===== src/rtl/multicycle_ctrl.sv =====
// Main control FSM of a multicycle MIPS-like core: sequences FETCH/DECODE/EXEC/MEM/WB and
// drives the datapath strobes and selects for each instruction class.
module multicycle_ctrl #(
    parameter logic [5:0] HALT_FUNCT = 6'h0C
) (
    input  logic        clk,
    input  logic        rst_n,
    input  logic [31:0] ir,
    input  logic        mem_ready,
    input  logic        alu_zero,
    output logic        mem_req,
    output logic        mem_we,
    output logic        mem_iord,
    output logic        ir_we,
    output logic        pc_we,
    output logic [1:0]  pc_src,
    output logic        reg_we,
    output logic [1:0]  reg_dst,
    output logic [1:0]  wb_sel,
    output logic [1:0]  ext_sel,
    output logic        alu_src_b,
    output logic [3:0]  alu_op,
    output logic [2:0]  state,
    output logic        instr_done,
    output logic        halted,
    output logic        illegal
);

    typedef enum logic [2:0] {
        StFetch  = 3'd0,
        StDecode = 3'd1,
        StExec   = 3'd2,
        StMem    = 3'd3,
        StWb     = 3'd4,
        StHalt   = 3'd5
    } state_e;

    localparam logic [3:0] OpAdd = 4'd0, OpSub = 4'd1, OpAnd = 4'd2, OpOr  = 4'd3, OpXor = 4'd4;
    localparam logic [3:0] OpSlt = 4'd5, OpSll = 4'd6, OpSrl = 4'd7, OpSra = 4'd8, OpLui = 4'd9;

    state_e     state_q;
    logic       halted_q, illegal_q;

    logic [5:0] opcode, funct;
    logic       is_rtype, is_alu, is_lw, is_sw, is_beq, is_bne, is_j, is_jal, is_jr;
    logic       is_halt, legal, dec_src_b;
    logic [3:0] dec_alu_op;
    logic [1:0] dec_ext;

    // Operand fields are consumed by the datapath, not by the controller.
    logic unused_ir_fields;
    assign unused_ir_fields = ^ir[25:6];

    assign opcode   = ir[31:26];
    assign funct    = ir[5:0];
    assign is_rtype = (opcode == 6'h00);

    always_comb begin
        is_alu     = 1'b0;
        is_lw      = 1'b0;
        is_sw      = 1'b0;
        is_beq     = 1'b0;
        is_bne     = 1'b0;
        is_j       = 1'b0;
        is_jal     = 1'b0;
        is_jr      = 1'b0;
        is_halt    = 1'b0;
        legal      = 1'b1;
        dec_alu_op = OpAdd;
        dec_ext    = 2'd3;
        dec_src_b  = 1'b0;
        if (is_rtype && funct == HALT_FUNCT) begin
            is_halt = 1'b1;
        end else begin
            case (opcode)
                6'h00: begin
                    is_alu = 1'b1;
                    case (funct)
                        6'h20, 6'h21: dec_alu_op = OpAdd;
                        6'h22, 6'h23: dec_alu_op = OpSub;
                        6'h24:        dec_alu_op = OpAnd;
                        6'h25:        dec_alu_op = OpOr;
                        6'h26:        dec_alu_op = OpXor;
                        6'h2A:        dec_alu_op = OpSlt;
                        6'h00, 6'h02, 6'h03: begin
                            // Shift amount reaches the ALU through the extender.
                            dec_alu_op = (funct == 6'h00) ? OpSll :
                                         (funct == 6'h02) ? OpSrl : OpSra;
                            dec_ext    = 2'd2;
                            dec_src_b  = 1'b1;
                        end
                        6'h08: begin
                            is_alu = 1'b0;
                            is_jr  = 1'b1;
                        end
                        default: begin
                            is_alu = 1'b0;
                            legal  = 1'b0;
                        end
                    endcase
                end
                6'h08, 6'h09: begin is_alu = 1'b1; dec_ext = 2'd1; dec_src_b = 1'b1; end
                6'h0A: begin is_alu = 1'b1; dec_ext = 2'd1; dec_src_b = 1'b1; dec_alu_op = OpSlt; end
                6'h0C: begin is_alu = 1'b1; dec_ext = 2'd0; dec_src_b = 1'b1; dec_alu_op = OpAnd; end
                6'h0D: begin is_alu = 1'b1; dec_ext = 2'd0; dec_src_b = 1'b1; dec_alu_op = OpOr;  end
                6'h0E: begin is_alu = 1'b1; dec_ext = 2'd0; dec_src_b = 1'b1; dec_alu_op = OpXor; end
                6'h0F: begin is_alu = 1'b1; dec_ext = 2'd0; dec_src_b = 1'b1; dec_alu_op = OpLui; end
                6'h23: begin is_lw  = 1'b1; dec_ext = 2'd1; dec_src_b = 1'b1; end
                6'h2B: begin is_sw  = 1'b1; dec_ext = 2'd1; dec_src_b = 1'b1; end
                6'h04: begin is_beq = 1'b1; dec_ext = 2'd1; dec_alu_op = OpSub; end
                6'h05: begin is_bne = 1'b1; dec_ext = 2'd1; dec_alu_op = OpSub; end
                6'h02: is_j   = 1'b1;
                6'h03: is_jal = 1'b1;
                default: legal = 1'b0;
            endcase
        end
    end

    always_ff @(posedge clk or negedge rst_n) begin
        if (!rst_n) begin
            state_q   <= StFetch;
            halted_q  <= 1'b0;
            illegal_q <= 1'b0;
        end else begin
            case (state_q)
                StFetch:  if (mem_ready) state_q <= StDecode;
                StDecode: begin
                    if (is_halt) begin
                        state_q  <= StHalt;
                        halted_q <= 1'b1;
                    end else if (!legal) begin
                        state_q   <= StHalt;
                        illegal_q <= 1'b1;
                    end else begin
                        state_q <= StExec;
                    end
                end
                StExec: begin
                    if (is_lw || is_sw) state_q <= StMem;
                    else if (is_alu)    state_q <= StWb;
                    else                state_q <= StFetch;
                end
                StMem:   if (mem_ready) state_q <= is_lw ? StWb : StFetch;
                StWb:    state_q <= StFetch;
                StHalt:  state_q <= StHalt;
                default: state_q <= StFetch;
            endcase
        end
    end

    // Outputs are gated by rst_n so an asserted reset silences them without a clock edge.
    always_comb begin
        mem_req    = 1'b0;
        mem_we     = 1'b0;
        mem_iord   = 1'b0;
        ir_we      = 1'b0;
        pc_we      = 1'b0;
        pc_src     = 2'd0;
        reg_we     = 1'b0;
        reg_dst    = 2'd0;
        wb_sel     = 2'd0;
        ext_sel    = 2'd3;
        alu_src_b  = 1'b0;
        alu_op     = OpAdd;
        instr_done = 1'b0;
        if (rst_n) begin
            if (state_q inside {StDecode, StExec, StMem, StWb}) ext_sel = dec_ext;
            case (state_q)
                StFetch: begin
                    mem_req = 1'b1;
                    ir_we   = mem_ready;
                    pc_we   = mem_ready;
                end
                StExec: begin
                    alu_op    = dec_alu_op;
                    alu_src_b = dec_src_b;
                    if (is_beq || is_bne) begin
                        pc_src     = 2'd1;
                        pc_we      = is_beq ? alu_zero : ~alu_zero;
                        instr_done = 1'b1;
                    end else if (is_j || is_jal) begin
                        pc_src     = 2'd2;
                        pc_we      = 1'b1;
                        reg_we     = is_jal;
                        reg_dst    = is_jal ? 2'd2 : 2'd0;
                        wb_sel     = is_jal ? 2'd2 : 2'd0;
                        instr_done = 1'b1;
                    end else if (is_jr) begin
                        pc_src     = 2'd3;
                        pc_we      = 1'b1;
                        instr_done = 1'b1;
                    end
                end
                StMem: begin
                    mem_req    = 1'b1;
                    mem_iord   = 1'b1;
                    mem_we     = is_sw;
                    instr_done = is_sw & mem_ready;
                end
                StWb: begin
                    reg_we     = 1'b1;
                    reg_dst    = {1'b0, is_rtype};
                    wb_sel     = {1'b0, is_lw};
                    instr_done = 1'b1;
                end
                default: ;
            endcase
        end
    end

    assign state   = state_q;
    assign halted  = halted_q;
    assign illegal = illegal_q;

endmodule


===== config.mk =====
export PLATFORM = sky130hd
export DESIGN_NAME = multicycle_ctrl
export DESIGN_NICKNAME = d
export VERILOG_FILES = /design/src/rtl/multicycle_ctrl.sv
export SDC_FILE = /design/constraint.sdc
export NUM_CORES = 1
export LEC_CHECK = 0
export BUFFER_PORTS_ARGS = -buffer_cell sky130_fd_sc_hd__clkbuf_2
export CAP_MARGIN = 20
export CORE_MARGIN = 3
export CORE_UTILIZATION = 44
export CTS_BUF_LIST = sky130_fd_sc_hd__clkbuf_4 sky130_fd_sc_hd__clkbuf_8 sky130_fd_sc_hd__clkbuf_16
export DETAILED_ROUTE_END_ITERATION = 8
export PLACE_DENSITY = 0.84
export SLEW_MARGIN = 20
export SYNTH_ARGS = -nofsm -noshare
export SYNTH_HDL_FRONTEND = slang
export SYNTH_SLANG_ARGS = --single-unit

===== constraint.sdc =====
create_clock -name clk -period 3 [get_ports clk]
set_input_delay 0.6 -clock clk [delete_from_list [all_inputs] [get_ports clk]]
set_output_delay 0.6 -clock clk [all_outputs]
set_load 0.03 [all_outputs]

### After elaboration in Yosys (flattened, before gate mapping)

Index checks and enable logic that the tools add are counted.

* register bits after elaboration: 5
* bits of input ports: 36
* output and inout port bits: 25
* word-level logic and storage cells: 141

* equality and inequality tests: 32
* mux-type cells: 80
* bitwise operators: 4
* reductions and logical operators: 22

Operator list (number)
* $eq A6 B6 Y1 const B: 10
* $eq A6 B4 Y1 const B: 9
* $mux W1: 43
* $pmux W4 S7: 1
* $mux W2: 13
* $eq A6 B2 Y1 const B: 4
* $pmux W4 S6: 1
* $mux W3: 7
* $mux W4: 5
* $pmux W3 S5: 1
* $reduce_or A7 Y1: 2
* $reduce_or A13 Y1: 1
* $eq A6 B3 Y1 const B: 2
* $logic_not A6 Y1: 2
* $reduce_or A12 Y1: 1
* $reduce_or A11 Y1: 1
* $pmux W1 S2: 5
* $reduce_or A9 Y1: 1
* $pmux W2 S2: 2
* $eq A3 B2 Y1 const B: 2
* $eq A3 B3 Y1 const B: 2
* $pmux W2 S3: 1
* $reduce_or A2 Y1: 3
* $ne A2 B2 Y1 const B: 2
* 12 further kinds: 17

### Logic depth before layout (Yosys ltp)

Gate-level depths: netlist of run 1.

* depth after elaboration: 9
* gate-level depth with buffers: 6
* gate-level depth less buffers: 5

### Least setup slack after synthesis of run 1

No wires, ideal clock.

* path type: input -> output
* start: input rst_n
* end: output reg_we
* arrival time: 2.671 ns
* data required time: 2.400 ns
* slack: -0.271 ns
* stages on the path: 5
* buffers on the path: 0
* cells stage by stage: nor2b_1 > nand3_1 > nor3_1 > nor4b_1 > a31o_2

* cells in the longest elaborated chain, start to end: 1

RTL lines
* start, declared: RTL line 7 `input logic rst_n,`
* $mux W1: RTL line 166 `if (rst_n) begin`
* end, declared: RTL line 17 `output logic reg_we,`

No other way between the ends.

### Worst setup path in the final report of run 1

* start: input ir[26]
* end: output alu_op[2]

* cells in the longest elaborated chain, start to end: 6
* elaborated cells between the ends (all ways): 14
* classes of those cells: eq/ne (7); mux (4); reduce/logical (3)

RTL lines
* start, declared: RTL line 8 `input logic [31:0] ir,`
* $eq A6 B3 Y1: RTL line 75 `case (opcode)`
* $reduce_or A2 Y1 (no line)
* $pmux W4 S7: RTL line 75
* $mux W4 *: RTL line 72 `if (is_rtype && funct == HALT_FUNCT) begin`
* $mux W4 *: RTL line 168 `case (state_q)`
* $mux W4 *: RTL line 166
* end, declared: RTL line 22 `output logic [3:0] alu_op,`

Every way passes the cells marked *; elsewhere a longest branch is shown, timed or not.

==> impl_metrics.env, run 1 <==
export IMPL_status="completed"
export IMPL_syn_cell_area_um2=1070
export IMPL_critical_path_required_ps=2400
export IMPL_fin_worst_skew_ps=1.26
export IMPL_cts_resized=0
export IMPL_drt_pass1_iterations=4
export IMPL_synth_fa_ha_area_frac=0.00936
export IMPL_drc=0
export IMPL_ys_seq_area_frac=0.117
export IMPL_die_area_um2=3060
export IMPL_cts_path_max_buffers=2
export IMPL_synth_top_area_share=0.117
export IMPL_synth_nets=182
export IMPL_fmax_mhz=350
export IMPL_r2r_start="state[0]$_DFFE_PN0P_"
export IMPL_synth_area_leaders="dfrtp_1 12%, clkbuf_8 7.7%, a21oi_1 4.2%"
export IMPL_cp_cell_sequence="clkbuf_2, or4_4, or4_4, nor3_1, a21oi_1, nor2_2, clkbuf_2"
export IMPL_async_flop_share=1.00
export IMPL_row_count=17
export IMPL_ios=61
export IMPL_synth_mux_area_fraction=0
export IMPL_fin_tns_setup_ps=0
export IMPL_placed_cell_area_um2=1250
export IMPL_max_cap_viol_count=0
export IMPL_path_buf_inv=2
export IMPL_ys_warn_count=0
export IMPL_clk_latency_ps=240
export IMPL_r2r_setup_slack_ps=1700
export IMPL_grt_total_usage=0.201
export IMPL_synth_most_common_cell="nor2_1"
export IMPL_cp_slowest_cell="or4_4"
export IMPL_power_per_cell_area_nw_per_um2=401
export IMPL_cp_startpoint="ir[26]"
export IMPL_clock_sinks=5
export IMPL_synthTopCellsByCount="12 x nor2_1, 9 x a21oi_1, 9 x nand2_1, 7 x nand3_1, 7 x nor3_1"
export IMPL_drv_slew=0
export IMPL_root_buffer="clkbuf_4"
export IMPL_synth_seq_cells=5
export IMPL_yosys_most_used_dff="dfrtp_1"
export IMPL_drt_iter0_markers=30
export IMPL_final_setup_worst_slack_ps=145
export IMPL_clk_pin_slew_ps=40
export IMPL_crit_family="simple AND/OR/NAND/NOR gates"
export IMPL_areaGrowthSynthToFinish_pct=19.5
export IMPL_cts_setup_buffers=0
export IMPL_numCtsBuffers=3
export IMPL_hold_violations=0
export IMPL_yosys_area_share_simple=0.425
export IMPL_worst_slew_pin_slew_ps=538
export IMPL_synth_compound_area_frac=0.283
export IMPL_synth_xor_area_frac=0.0327
export IMPL_synth_area_leader_cell="dfrtp_1"
export IMPL_avgSynthCellArea_um2=7.33
export IMPL_min_period_over_period=0.952
export IMPL_place_ws_ps=141
export IMPL_port_buffers=40
export IMPL_start_util=0.474
export IMPL_p_leak_nw=0.574
export IMPL_rsz0062_at_grt="false"
export IMPL_drive_gt1_frac=0.386
export IMPL_grt_overflow_total=0
export IMPL_setup_viol=0
export IMPL_htreeDepth=1
export IMPL_die_width_um=55.3
export IMPL_antennaDiodeCount=0
export IMPL_ys_types=53
export IMPL_cp_slowest_stage_delay_ps=560
export IMPL_netlist_instances=146
export IMPL_cts_tree="done"
export IMPL_wl_um=3080
export IMPL_finalWorstPathRequiredPeriod_ps=2850
export IMPL_cp_arrival_ps=2250
export IMPL_nets=221
export IMPL_critical_path_class="primary input to output port"
export IMPL_peakVddDrop_mv=0.341
export IMPL_crit_path_start_kind="primary input"
export IMPL_crit_path_max_fanout=3
export IMPL_die_height_um=55.3
export IMPL_coreArea_um2=2250
export IMPL_hp_class="primary input to asynchronous set/reset pin"
export IMPL_gp_congestion=0.864
export IMPL_ant_nets=0
export IMPL_vias=1270
export IMPL_vias_per_cell=5.99
export IMPL_slew_headroom=0.638
export IMPL_synth_edf_count=0
export IMPL_stdcell_area_um2=1280
export IMPL_grt_max_degree=17
export IMPL_hpwl_um=2460
export IMPL_end_kind="output port"
export IMPL_antenna_found_initial=0
export IMPL_synth_top_family_by_area="simple AND/OR/NAND/NOR gates"
export IMPL_grt_pass1_vias=1153
export IMPL_cts_hold_buf=0
export IMPL_grt_pass1_wl_um=5220
export IMPL_routedWlPerCell_um=14.5
## sequential cells by signal, indices dropped and copies added (netlist names)
register  flops
halted        1
state         3
illegal       1
## cell type report
type	instances	area, um2
Multi-Input combinational cell	123	813
Fill cell	232	976
Tap cell	28	35.0
Clock buffer	4	30.0
Timing Repair Buffer	48	260
Sequential cell	5	125
Inverter	4	15.0
## report_power, final
| group | switching [mW] | leakage, nW | internal, mW |
|---|---|---|---|
| clock | 0.0288 | 0.0184 | 0.0594 |
| combinational | 0.194 | 0.496 | 0.103 |
| sequential | 0.0441 | 0.0591 | 0.0834 |
## path summary, 6_finish.rpt
| path | to | cells past startpoint |
|---|---|---|
| worst max-delay path | alu_op[2] | 7 |
| worst max register to register | state[2]$_DFFE_PN0P_ | 4 |
| min in group clk | halted$_DFFE_PN0P_ | 1 |
| max in group asynchronous | illegal$_DFFE_PN0P_ | 1 |
| worst min-delay path | state[2]$_DFFE_PN0P_ | 1 |
| worst min register to register | halted$_DFFE_PN0P_ | 1 |
## worst register-to-register path: stages, from the launching register on
cell      delay [ps]
dfrtp_1          460
inv_1            170
o21ai_0          110
a2111o_1         350
o21ai_1          130
## cell usage in the layout (no fill, tap or decap), types with 2 or more instances in the layout
master    synthesis  routed
a21o_1            3       3
a21oi_1           9       9
a31o_2            3       3
a31oi_1           3       3
and2_1            2       2
and2b_2           2       2
and3_1            6       6
buf_4             2       8
clkbuf_2          0      40
clkbuf_4          0       4
dfrtp_1           5       5
inv_1             4       4
nand2_1           9       9
nand2b_1          6       6
nand3_1           7       7
nand4_1           3       3
nor2_1           12      12
nor2b_1           4       4
nor3_1            7       7
nor4_1            2       2
o21a_1            2       2
o21ai_0           6       6
o31ai_1           4       4
or4_4             2       2
xnor2_1           2       2
xor2_1            2       2
## logic make-up after synthesis
group / count (synthesis)
adders and majority gates: 1
AOI/OAI and AO/OA: 43
buffers and inverters: 18
DFF: 5
xor gates and xnor gates: 4
and+or+nand+nor: 75
## routing by layer
| metal | wire, um | track usage |
|---|---|---|
| met1 | 1270 | 0.247 |
| met3 | 221 | 0.0444 |
| met5 | 0 | 0 |
| met2 | 1520 | 0.348 |
| met4 | 71 | 0.0590 |
## through the flow
stage	cells	hold WS, ps	power, mW	util
after global placement	208	440	0.407	0.554
after CTS	212	190	0.515	0.567
after detailed placement	208	447	0.421	0.554
after floorplan	146	304	0.358	-
after global routing	212	189	0.560	0.567
final	212	193	0.513	0.567
Note: power is estimated with default switching activity, not from simulation.
==> run 2: changes to the inputs <==
- ABC_AREA: default -> 1
- CAP_MARGIN: 20 -> default
- CORE_UTILIZATION: 44 -> 43
- PLACE_DENSITY: 0.84 -> 0.85
==> run 2 against run 1 <==
Register-to-register slack lost 110 ps. Clock skew grew 3.7 ps. Worst hold slack gained 11 ps. Critical path type unchanged. First-iteration DRC count increased by 40%. Non-clock buffer count shrank 7. Global-route usage is 0.14 points higher. Sequential share of layout area increased by 0.41 points.
==> impl_metrics.env, run 2 <==
export IMPL_start_util=0.473
export IMPL_critical_path_required_ps=2400
export IMPL_port_buffers=40
export IMPL_hold_violations=0
export IMPL_ant_nets=0
export IMPL_final_cell_mix="40 x nand2_1, 40 x clkbuf_2, 27 x nor2_1"
export IMPL_drc=0
export IMPL_slew_headroom=0.724
export IMPL_ys_types=30
export IMPL_critical_path_class="primary input to output port"
export IMPL_ys_warn_count=0
export IMPL_peakVddDrop_mv=0.574
export IMPL_htreeDepth=1
export IMPL_routedWlPerCell_um=10.6
export IMPL_cp_arrival_ps=2000
export IMPL_cts_hold_buf=0
export IMPL_cts_tree="done"
export IMPL_die_area_um2=2870
export IMPL_synth_most_common_cell="nand2_1"
export IMPL_crit_path_start_kind="primary input"
export IMPL_root_buffer="clkbuf_4"
export IMPL_fill_cells=212
export IMPL_place_ws_ps=393
export IMPL_ys_seq_area_frac=0.128
export IMPL_drv_slew=0
export IMPL_synth_area_leader_cell="nand2_1"
export IMPL_hp_class="primary input to asynchronous set/reset pin"
export IMPL_antennaDiodeCount=0
export IMPL_clk_latency_ps=250
export IMPL_row_count=16
export IMPL_hpwl_um=2210
export IMPL_drt_iter0_markers=42
export IMPL_crit_path_max_fanout=8
export IMPL_vias_per_cell=5.13
export IMPL_fin_worst_skew_ps=5.00
export IMPL_min_period_over_period=0.867
export IMPL_p_leak_nw=0.723
export IMPL_grt_max_degree=12
export IMPL_gp_congestion=0.928
export IMPL_die_width_um=53.6
export IMPL_fmax_mhz=384
export IMPL_clock_sinks=5
export IMPL_setup_viol=0
export IMPL_synth_edf_count=0
export IMPL_power_per_cell_area_nw_per_um2=426
export IMPL_die_height_um=53.6
export IMPL_grt_pass1_wl_um=4400
export IMPL_antenna_found_initial=0
export IMPL_vias=1257
export IMPL_final_setup_worst_slack_ps=398
export IMPL_worst_slew_pin_slew_ps=411
export IMPL_largest_reg_flops=3
export IMPL_areaGrowthSynthToFinish_pct=25.9
export IMPL_status="completed"
export IMPL_multi_input_area_um2=707
export IMPL_cts_resized=0
export IMPL_ios=61
export IMPL_end_kind="output port"
export IMPL_seqCellArea_um2=125
export IMPL_fin_tns_setup_ps=0
export IMPL_fin_util=0.595
export IMPL_drt_pass1_iterations=4
export IMPL_clk_pin_slew_ps=40
export IMPL_cts_path_max_buffers=2
export IMPL_grt_total_usage=0.202
export IMPL_synthTopCellsByCount="40 x nand2_1, 27 x nor2_1, 23 x inv_1, 14 x nand3_1, 9 x inv_2"
export IMPL_synth_nets=211
export IMPL_grt_overflow_total=0
export IMPL_synth_top_area_share=0.154
export IMPL_rsz0062_at_grt="false"
export IMPL_drive_gt1_frac=0.326
export IMPL_numCtsBuffers=3
export IMPL_avgSynthCellArea_um2=5.57
export IMPL_finalWorstPathRequiredPeriod_ps=2600
export IMPL_async_flop_share=1.00
export IMPL_nets=255
export IMPL_syn_cell_area_um2=975
export IMPL_yosys_most_used_dff="dfrtp_1"
export IMPL_max_cap_viol_count=0
export IMPL_coreArea_um2=2060
export IMPL_cts_setup_buffers=0
export IMPL_wl_um=2600
export IMPL_synth_area_leaders="nand2_1 15%, dfrtp_1 13%, nor2_1 10%"
export IMPL_grt_pass1_vias=1112
export IMPL_netlist_instances=175
export IMPL_synth_seq_cells=5
-- run 2: changes by cell type after synthesis, sizes merged, moves of 4 or more --
cell and change:
nand3 +10, nor2b -4, nand2b -6, and3 -6, nand2 +31, nand4 +4
inv +28, nor2 +24, clkbuf -11
-- run 2: worst max-delay path, stage by stage --
cell,delay [ps]
clkbuf_2,100
nor2_2,320
buf_4,210
nand2_1,60
nor2_2,100
nor2_1,80
nand2_1,110
nand2_1,60
a21oi_1,130
clkbuf_2,230
-- run 2: kinds of logic after synthesis --
logic type,count (synthesis),synth area share
and+or+nand+nor,111,0.564
buffers and inverters,35,0.146
DFF,5,0.128
xor gates and xnor gates,1,0.00899
AOI/OAI and AO/OA,23,0.153
-- run 2: routing by layer --
layer,global-route usage,vias up,wire length [um]
met5,0,-,0
met1,0.257,541,1130
li1,-,657,-
met3,0.0471,6,206
met2,0.341,53,1210
met4,0.0553,0,45
-- run 2: final timing paths --
check                      slack, ps                   end  cells after the start            startpoint
min                              200   illegal$_DFFE_PN0P_                      1                 rst_n
min reg2reg                      470    halted$_DFFE_PN0P_                      1    halted$_DFFE_PN0P_
max in group asynchronous       2590  state[2]$_DFFE_PN0P_                      1                 rst_n
max reg2reg                     1590  state[2]$_DFFE_PN0P_                      6  state[0]$_DFFE_PN0P_
max                              400            instr_done                     10                ir[31]
min in group clk                 470    halted$_DFFE_PN0P_                      1    halted$_DFFE_PN0P_
-- run 2: metrics by stage --
step           cells  hold slack [ps]  power, mW  cell area [um2]
6_report         245              204      0.523             1230
5_1_grt          245              206      0.574             1230
4_1_cts          245              198      0.524             1230
3_5_place_dp     241              457      0.432             1200
3_3_place_gp     241              450      0.428             1200
2_1_floorplan    175              304      0.348              975
-- run 2: power breakdown --
part	total, mW	internal, mW	switching, mW
combinational	0.319	0.0952	0.224
clock	0.0887	0.0594	0.0293
sequential	0.116	0.0840	0.0315
total	0.523	0.239	0.285
-- run 2: cell type report --
| class | count | area share |
|---|---|---|
| Multi-Input combinational cell | 135 | 0.576 |
| Sequential cell | 5 | 0.102 |
| Clock buffer | 4 | 0.0245 |
| Timing Repair Buffer | 41 | 0.169 |
| Tap cell | 27 | 0.0275 |
| Inverter | 33 | 0.101 |
